File: config.mk
export PLATFORM = sky130hd
export DESIGN_NAME = cgra_mem_arbiter
export DESIGN_NICKNAME = d
export VERILOG_FILES = /design/src/rtl/cgra_mem_arbiter.sv
export SDC_FILE = /design/constraint.sdc
export NUM_CORES = 1
export LEC_CHECK = 0
export ABC_AREA = 1
export BUFFER_PORTS_ARGS = -buffer_cell sky130_fd_sc_hd__buf_2
export CORE_AREA = 2 2 157 159
export DETAILED_ROUTE_END_ITERATION = 10
export DIE_AREA = 0 0 159 161
export HOLD_SLACK_MARGIN = 0.06
export PLACE_DENSITY = 0.71
export SETUP_SLACK_MARGIN = 0.3
export SYNTH_ARGS = -nofsm -noshare
export SYNTH_HDL_FRONTEND = slang
export SYNTH_SLANG_ARGS = --single-unit
File: constraint.sdc
create_clock -name clk -period 4.8 [get_ports clk]
set_input_delay 0.48 -clock clk [delete_from_list [all_inputs] [get_ports clk]]
set_output_delay 0.48 -clock clk [all_outputs]
set_load 0.05 [all_outputs]
File: src/rtl/cgra_mem_arbiter.sv
// Round-robin arbiter and transaction sequencer giving 4 CGRA PEs turns on one
// single-ported shared memory; all outputs are registered.
module cgra_mem_arbiter #(
  parameter int N_PE   = 4,
  parameter int AW     = 32,
  parameter int DW     = 32,
  parameter int RD_LAT = 1
) (
  input  logic              clk,
  input  logic              reset,
  input  logic [N_PE-1:0]   pe_req,
  input  logic [N_PE-1:0]   pe_we,
  input  logic [N_PE*AW-1:0] pe_addr,
  input  logic [N_PE*DW-1:0] pe_wdata,
  output logic [N_PE-1:0]   pe_ack,
  output logic [DW-1:0]     pe_rdata,
  output logic [N_PE-1:0]   grant,
  output logic              busy,
  output logic              mem_en,
  output logic              mem_we,
  output logic [AW-1:0]     mem_addr,
  output logic [DW-1:0]     mem_wdata,
  input  logic [DW-1:0]     mem_rdata
);

  localparam int CW = (RD_LAT > 1) ? $clog2(RD_LAT) : 1;

  typedef enum logic [1:0] {IDLE, ISSUE, WAIT, DONE} state_t;

  state_t          state_r, state_s;
  logic [1:0]      rr_ptr_r, rr_ptr_s;
  logic            we_r, we_s;
  logic [CW-1:0]   cnt_r, cnt_s;
  logic [N_PE-1:0] grant_s, ack_s;
  logic [DW-1:0]   rdata_s;
  logic            mem_en_s, mem_we_s, busy_s;
  logic [AW-1:0]   addr_s;
  logic [DW-1:0]   wdata_s;
  logic [2:0]      pick_s;
  logic [1:0]      win_s;

  // {found, index} of the first requester at or after ptr, wrapping 3 -> 0
  function automatic logic [2:0] rr_pick(input logic [3:0] req, input logic [1:0] ptr);
    logic [2:0] res;
    logic [1:0] idx;
    res = 3'b000;
    for (int k = 3; k >= 0; k--) begin
      idx = ptr + 2'(k);
      if (req[idx]) res = {1'b1, idx};
    end
    return res;
  endfunction

  // Winner selection and next-state / next-output logic
  always_comb begin
    pick_s   = rr_pick(pe_req, rr_ptr_r);
    win_s    = pick_s[1:0];
    state_s  = state_r;
    rr_ptr_s = rr_ptr_r;
    we_s     = we_r;
    cnt_s    = cnt_r;
    grant_s  = grant;
    ack_s    = {N_PE{1'b0}};
    rdata_s  = pe_rdata;
    mem_en_s = 1'b0;
    mem_we_s = 1'b0;
    addr_s   = mem_addr;
    wdata_s  = mem_wdata;
    case (state_r)
      IDLE: begin
        if (pick_s[2]) begin
          grant_s  = N_PE'(4'b0001 << win_s);
          we_s     = pe_we[win_s];
          addr_s   = pe_addr[int'(win_s)*AW +: AW];
          wdata_s  = pe_wdata[int'(win_s)*DW +: DW];
          rr_ptr_s = win_s + 2'd1;
          mem_en_s = 1'b1;
          mem_we_s = pe_we[win_s];
          state_s  = ISSUE;
        end else begin
          grant_s  = {N_PE{1'b0}};
        end
      end
      ISSUE: begin
        if (we_r) begin
          ack_s   = grant;
          state_s = DONE;
        end else begin
          cnt_s   = CW'(RD_LAT - 1);
          state_s = WAIT;
        end
      end
      WAIT: begin
        if (cnt_r == {CW{1'b0}}) begin
          rdata_s = mem_rdata;
          ack_s   = grant;
          state_s = DONE;
        end else begin
          cnt_s   = cnt_r - CW'(1);
        end
      end
      DONE: begin
        grant_s = {N_PE{1'b0}};
        state_s = IDLE;
      end
      default: begin
        grant_s = {N_PE{1'b0}};
        state_s = IDLE;
      end
    endcase
    busy_s = (state_s != IDLE);
  end

  // State and registered outputs; reset aborts any transaction in flight
  always_ff @(posedge clk or posedge reset) begin
    if (reset) begin
      state_r   <= IDLE;
      rr_ptr_r  <= 2'd0;
      we_r      <= 1'b0;
      cnt_r     <= {CW{1'b0}};
      grant     <= {N_PE{1'b0}};
      pe_ack    <= {N_PE{1'b0}};
      pe_rdata  <= {DW{1'b0}};
      busy      <= 1'b0;
      mem_en    <= 1'b0;
      mem_we    <= 1'b0;
      mem_addr  <= {AW{1'b0}};
      mem_wdata <= {DW{1'b0}};
    end else begin
      state_r   <= state_s;
      rr_ptr_r  <= rr_ptr_s;
      we_r      <= we_s;
      cnt_r     <= cnt_s;
      grant     <= grant_s;
      pe_ack    <= ack_s;
      pe_rdata  <= rdata_s;
      busy      <= busy_s;
      mem_en    <= mem_en_s;
      mem_we    <= mem_we_s;
      mem_addr  <= addr_s;
      mem_wdata <= wdata_s;
    end
  end

endmodule

# Yosys cells after proc, flatten, opt, wreduce, memory -nomap -nowiden
# Cells that the tools add are included.
# word_totals
register_bits	113
in_bits	298
wordCells	67
# classes
n_addsub	5
n_lt_le_gt_ge	5
eq_ne	4
n_shift	3
muxes	30
n_bitwise	1
n_reduce_logical	7
# ops
operator	count
128-bit by 8-bit indexed part select with 32-bit output	2
4-bit one-hot mux with 2 select lines	2
2-bit by 3-bit < comparator with 1-bit output (second input constant)	5
1-bit two-way mux	12
3-bit two-way mux	4
4-bit two-way mux	3
1-bit binary-select mux with 2-bit select	5
2-bit one-hot mux with 4 select lines	1
2-bit AND reduction	3
2-bit nonzero test	3
2-bit by 1-bit adder with 2-bit output (second input constant)	2
2-bit adder (second input constant)	2
2-bit equality test (second input constant)	2
2-bit two-way mux	2
1-bit by 2-bit left shift with 4-bit output (first input constant)	1
2-bit by 1-bit equality test with 1-bit output (second input constant)	1
2-bit logical NOT	1
2-bit != test (second input constant)	1
1-bit one-hot mux with 2 select lines	1
1-bit NOT	1
1-bit subtractor (second input constant)	1

# Logic depth before layout (Yosys ltp)
# logic_depth
depth_word	11
mapped_depth	15

# Worst setup path before layout
# OpenSTA, ideal clock, no wires.
# synth_path
path_type	register -> register
from	register rr_ptr_r[0]
to	register grant[2]
setup_ns	0.095
arrival_time_ns	1.862
required_time_ns	4.705
slack_ns	2.842
path_stages_with_launch	14
n_path_buf	3
synth_period_minus_slack_ns	1.958
cell_sequence	dfrtp_1 -> buf_4 -> xnor2_1 -> nand2_2 -> nand3_2 -> nand2_1 -> nand2_2 -> nand2_2 -> buf_6 -> buf_6 -> inv_1 -> ha_1 -> inv_1 -> o31ai_1
# synth_between
elab_chain_cells	10
elab_cells_between_ends	18
cone_classes	add/sub: 3; shift: 1; mux: 14
# synth_rtl
element	line	text
start, declared	31	logic [1:0] rr_ptr_r, rr_ptr_s;
start signal, assigned	131	rr_ptr_r <= rr_ptr_s;
2-bit adder	48	idx = ptr + 2'(k);
1-bit binary-select mux with 2-bit select	49	if (req[idx]) res = {1'b1, idx};
1-bit two-way mux (not written as such)	49	
3-bit two-way mux (3 in a row)	49	
3-bit two-way mux *	49	
1-bit by 2-bit left shift with 4-bit output	72	grant_s = N_PE'(4'b0001 << win_s);
4-bit two-way mux *	71	if (pick_s[2]) begin
4-bit one-hot mux with 2 select lines *	69	case (state_r)
end signal, assigned	121	grant <= {N_PE{1'b0}};
end signal, assigned	134	grant <= grant_s;
end, declared	17	output logic [N_PE-1:0] grant,
# Every way passes the cells marked *; elsewhere a longest branch is shown, timed or not. The select of a mux whose other input is x is not followed.
# A chain may end at the register's enable or synchronous reset.

# Worst setup path after layout
# layout_path
from	register rr_ptr_r[0]
to	register rr_ptr_r[1]
# layout_between
elab_chain_cells	8
elab_cells_between_ends	17
cone_classes	add/sub: 4; mux: 12; reduce/logical: 1
# layout_rtl
element	line
2-bit adder	48
1-bit binary-select mux with 2-bit select	49
1-bit two-way mux (not written as such)	49
3-bit two-way mux (3 in a row)	49
3-bit two-way mux *	49
2-bit by 1-bit adder with 2-bit output / 2-bit AND reduction (equally long branches)	n/a
# Marks and branches as above.

==> results.md <==
- Static Leak: 6.66 nW
- Hold WS: 0.311 ns
- Global placer's final weighted congestion: 0.895
- Count of state elements after synthesis: 112
- Actual slew at the worst max-slew pin: 1.01 ns
- Clock Path Buffers: 2
- 1st-iter DRT viols: 672
- Sum of negative setup slack: 0 ns
- Gate count of the mapped netlist: 1217
- Full die area: 25600 um2
- Remaining DRCs: 0
- DRT Pass-1 Iters: 5
- Final setup violation count: 0
- HP Class: in2async
- CTS buffer count: 9
- Vias: 8686
- Count of input and output buffers: 404
- Synth cell types: 24
- Status: completed
- Largest cells by area after synthesis: dfrtp_1 (36%), nand2_1 (20%), nand3_1 (17%)
- Top_reg_cell synth: dfrtp_1
- Layout cell share with drive strength beyond 1: 0.305
- Final antenna diode count: 0
- Slew headroom: 0.330
- Global-route wire length before repair: 40.4 mm
- Post-synth net total: 1523
- Worst-Skew Late Latency: 0.36 ns
- Layout Nets: 1876
- Endpoint type of the worst setup path: flop
- Tcrit/Tclk final: 0.582
- Site Rows: 57
- CP Data Arrival Time: 3.01 ns
- Post-synth EDFFs: 0
- Total power: 0.00907 W
- Count leader, synth: nand2_1
- # hold bufs at CTS: 0
- Area Overhead vs Synth: 31.9%
- Final hold violations: 0
- Initial antenna violation count: 0
- RSZ-0062 raised after global routing: no
- Critical path class: reg2reg
- Post-cts resize count: 0
- Top-area cell type share of the netlist area: 0.359
- Vias in the first global route: 8153
- Initial Utilization: 0.326
- Ys async rst share: 1.00
- GRT Total Usage: 0.193
- Die Wd: 159 um
- Data required, critical path: 5.02 ns
- YS warnings: 0
- Crit path max fanout: 37
- Post-synthesis cell area: 7800 um2
- Post-Route Skew: 0.0218 ns
- Max-slew violation count: 0
- Detailed placement HPWL: 19.1 mm
- Die Y: 161 um
- Placed cell area: 9970 um2
- Min Clock Period, post-route: 2.79 ns
- Via density: 4.57
- Final WL: 25.3 mm
- Fmax: 358 MHz
- Final ANT Viol Nets: 0
- Final instance area: 10300 um2
- Sequential area share after synthesis: 0.359
- Clock Pin Slew Worst Setup and Hold Paths: 0.09 ns
- WL/cell: 13.3 um
- Avg Cell Area, Syn: 6.41 um2
- Max Cap Viol: 0
- CTS tree: done
- Number of top-level pins: 405
- Synth area leader: dfrtp_1
- Post-synth top cells: nand2_1 (416), inv_1 (276), nand3_1 (265), dfrtp_1 (112), buf_2 (41)
- # Post-CTS Setup Buffers: 0
- Core box area: 24000 um2
- Pin count of the biggest net entering global routing: 82
- PD cells: 881 nW/um2
- Worst VDD drop: 0.622 mV
- Clk Tree Root Cell: clkbuf_16
- GRT overflow: 0
- H-tree depth: 3
- Number of fill cells: 2564
- Clock Sinks: 112
- Startpoint types: flop
registers in the layout, indices dropped and copies added (netlist names), 2 cells and up:
name	cells
grant	4
mem_addr	32
mem_wdata	32
pe_ack	4
pe_rdata	32
rr_ptr_r	2
state_r	2
final timing paths:
check	depth (start not counted)	startpoint	endpoint	slack (ns)
max	12	rr_ptr_r[0]$_DFFE_PP0P_	rr_ptr_r[1]$_DFFE_PP0P_	2.01
min in group clk	2	mem_rdata[14]	pe_rdata[14]$_DFFE_PP0P_	0.35
min reg2reg	2	mem_wdata[6]$_DFFE_PP0P_	mem_wdata[6]$_DFFE_PP0P_	0.48
max in group asynchronous	3	reset	mem_wdata[7]$_DFFE_PP0P_	3.42
max reg2reg	12	rr_ptr_r[0]$_DFFE_PP0P_	rr_ptr_r[1]$_DFFE_PP0P_	2.01
min	2	reset	mem_wdata[11]$_DFFE_PP0P_	0.31
kinds of logic (layout without fill, tap and decap cells):
kind of cell               count (synthesis)  after routing  share of synthesized area
and+or+nand+nor                          696            696                      0.381
xor gates and xnor gates                   1              1                    0.00112
DFF                                      112            112                      0.359
buffers and inverters                    354            712                      0.188
AOI/OAI and AO/OA                         14             14                     0.0117
muxes                                     32             32                     0.0462
adders and majority gates                  8              8                     0.0128
routing by layer:
metal  wire [um]  vias up  GRT usage
li1            -     4348          -
met2       12400      375      0.340
met5           0        -          0
met1       10600     3933      0.247
met3        1780       30     0.0318
met4         420        0     0.0517
worst max-delay path: stages, from the launching register on:
cell	delay (ns)
dfrtp_1	0.61
inv_1	0.14
nand2_1	0.12
nand2_1	0.14
o21ai_1	0.18
inv_2	0.08
nand2_1	0.11
nand2_4	0.15
nand2_4	0.24
buf_4	0.40
ha_1	0.31
nand2_1	0.06
o21ai_0	0.08
layout make-up:
| class | count | area (um2) | area share |
|---|---|---|---|
| clock buffers | 9 | 225 | 0.0219 |
| clock inverters | 7 | 98.8 | 0.00961 |
| inverters | 279 | 1050 | 0.102 |
| multi-input cells | 751 | 3560 | 0.346 |
| flip-flops and latches | 112 | 2800 | 0.272 |
| well taps | 324 | 405 | 0.0394 |
| repair buffers | 417 | 2140 | 0.208 |
per-stage QoR:
stage,utilization,worst slack [ns],cells
after global placement,0.416,2.14,1883
after global routing,0.429,1.70,1899
after floorplan,-,1.36,1217
after detailed placement,0.416,2.04,1883
final,0.429,2.01,1899
after CTS,0.429,2.02,1899
report_power, final:
group | leakage, nW | switching [W] | internal (W)
sequential | 1.37 | 0.000252 | 0.00142
clock | 0.156 | 0.000430 | 0.000388
combinational | 5.14 | 0.00472 | 0.00186
total | 6.66 | 0.00540 | 0.00367
layout by cell type (no fill, tap or decap), types with 3 or more instances in the layout:
master and count:
nand2_1 415, buf_2 404, inv_1 275, nand3_1 265, dfrtp_1 112, mux2_2 32
buf_4 11, clkbuf_16 9, ha_1 8, nor2_1 7, o31ai_1 4, o21ai_1 3
inv_2 3, a21oi_1 3, inv_12 3
No activity file was read; power rests on OpenSTA's default activity.
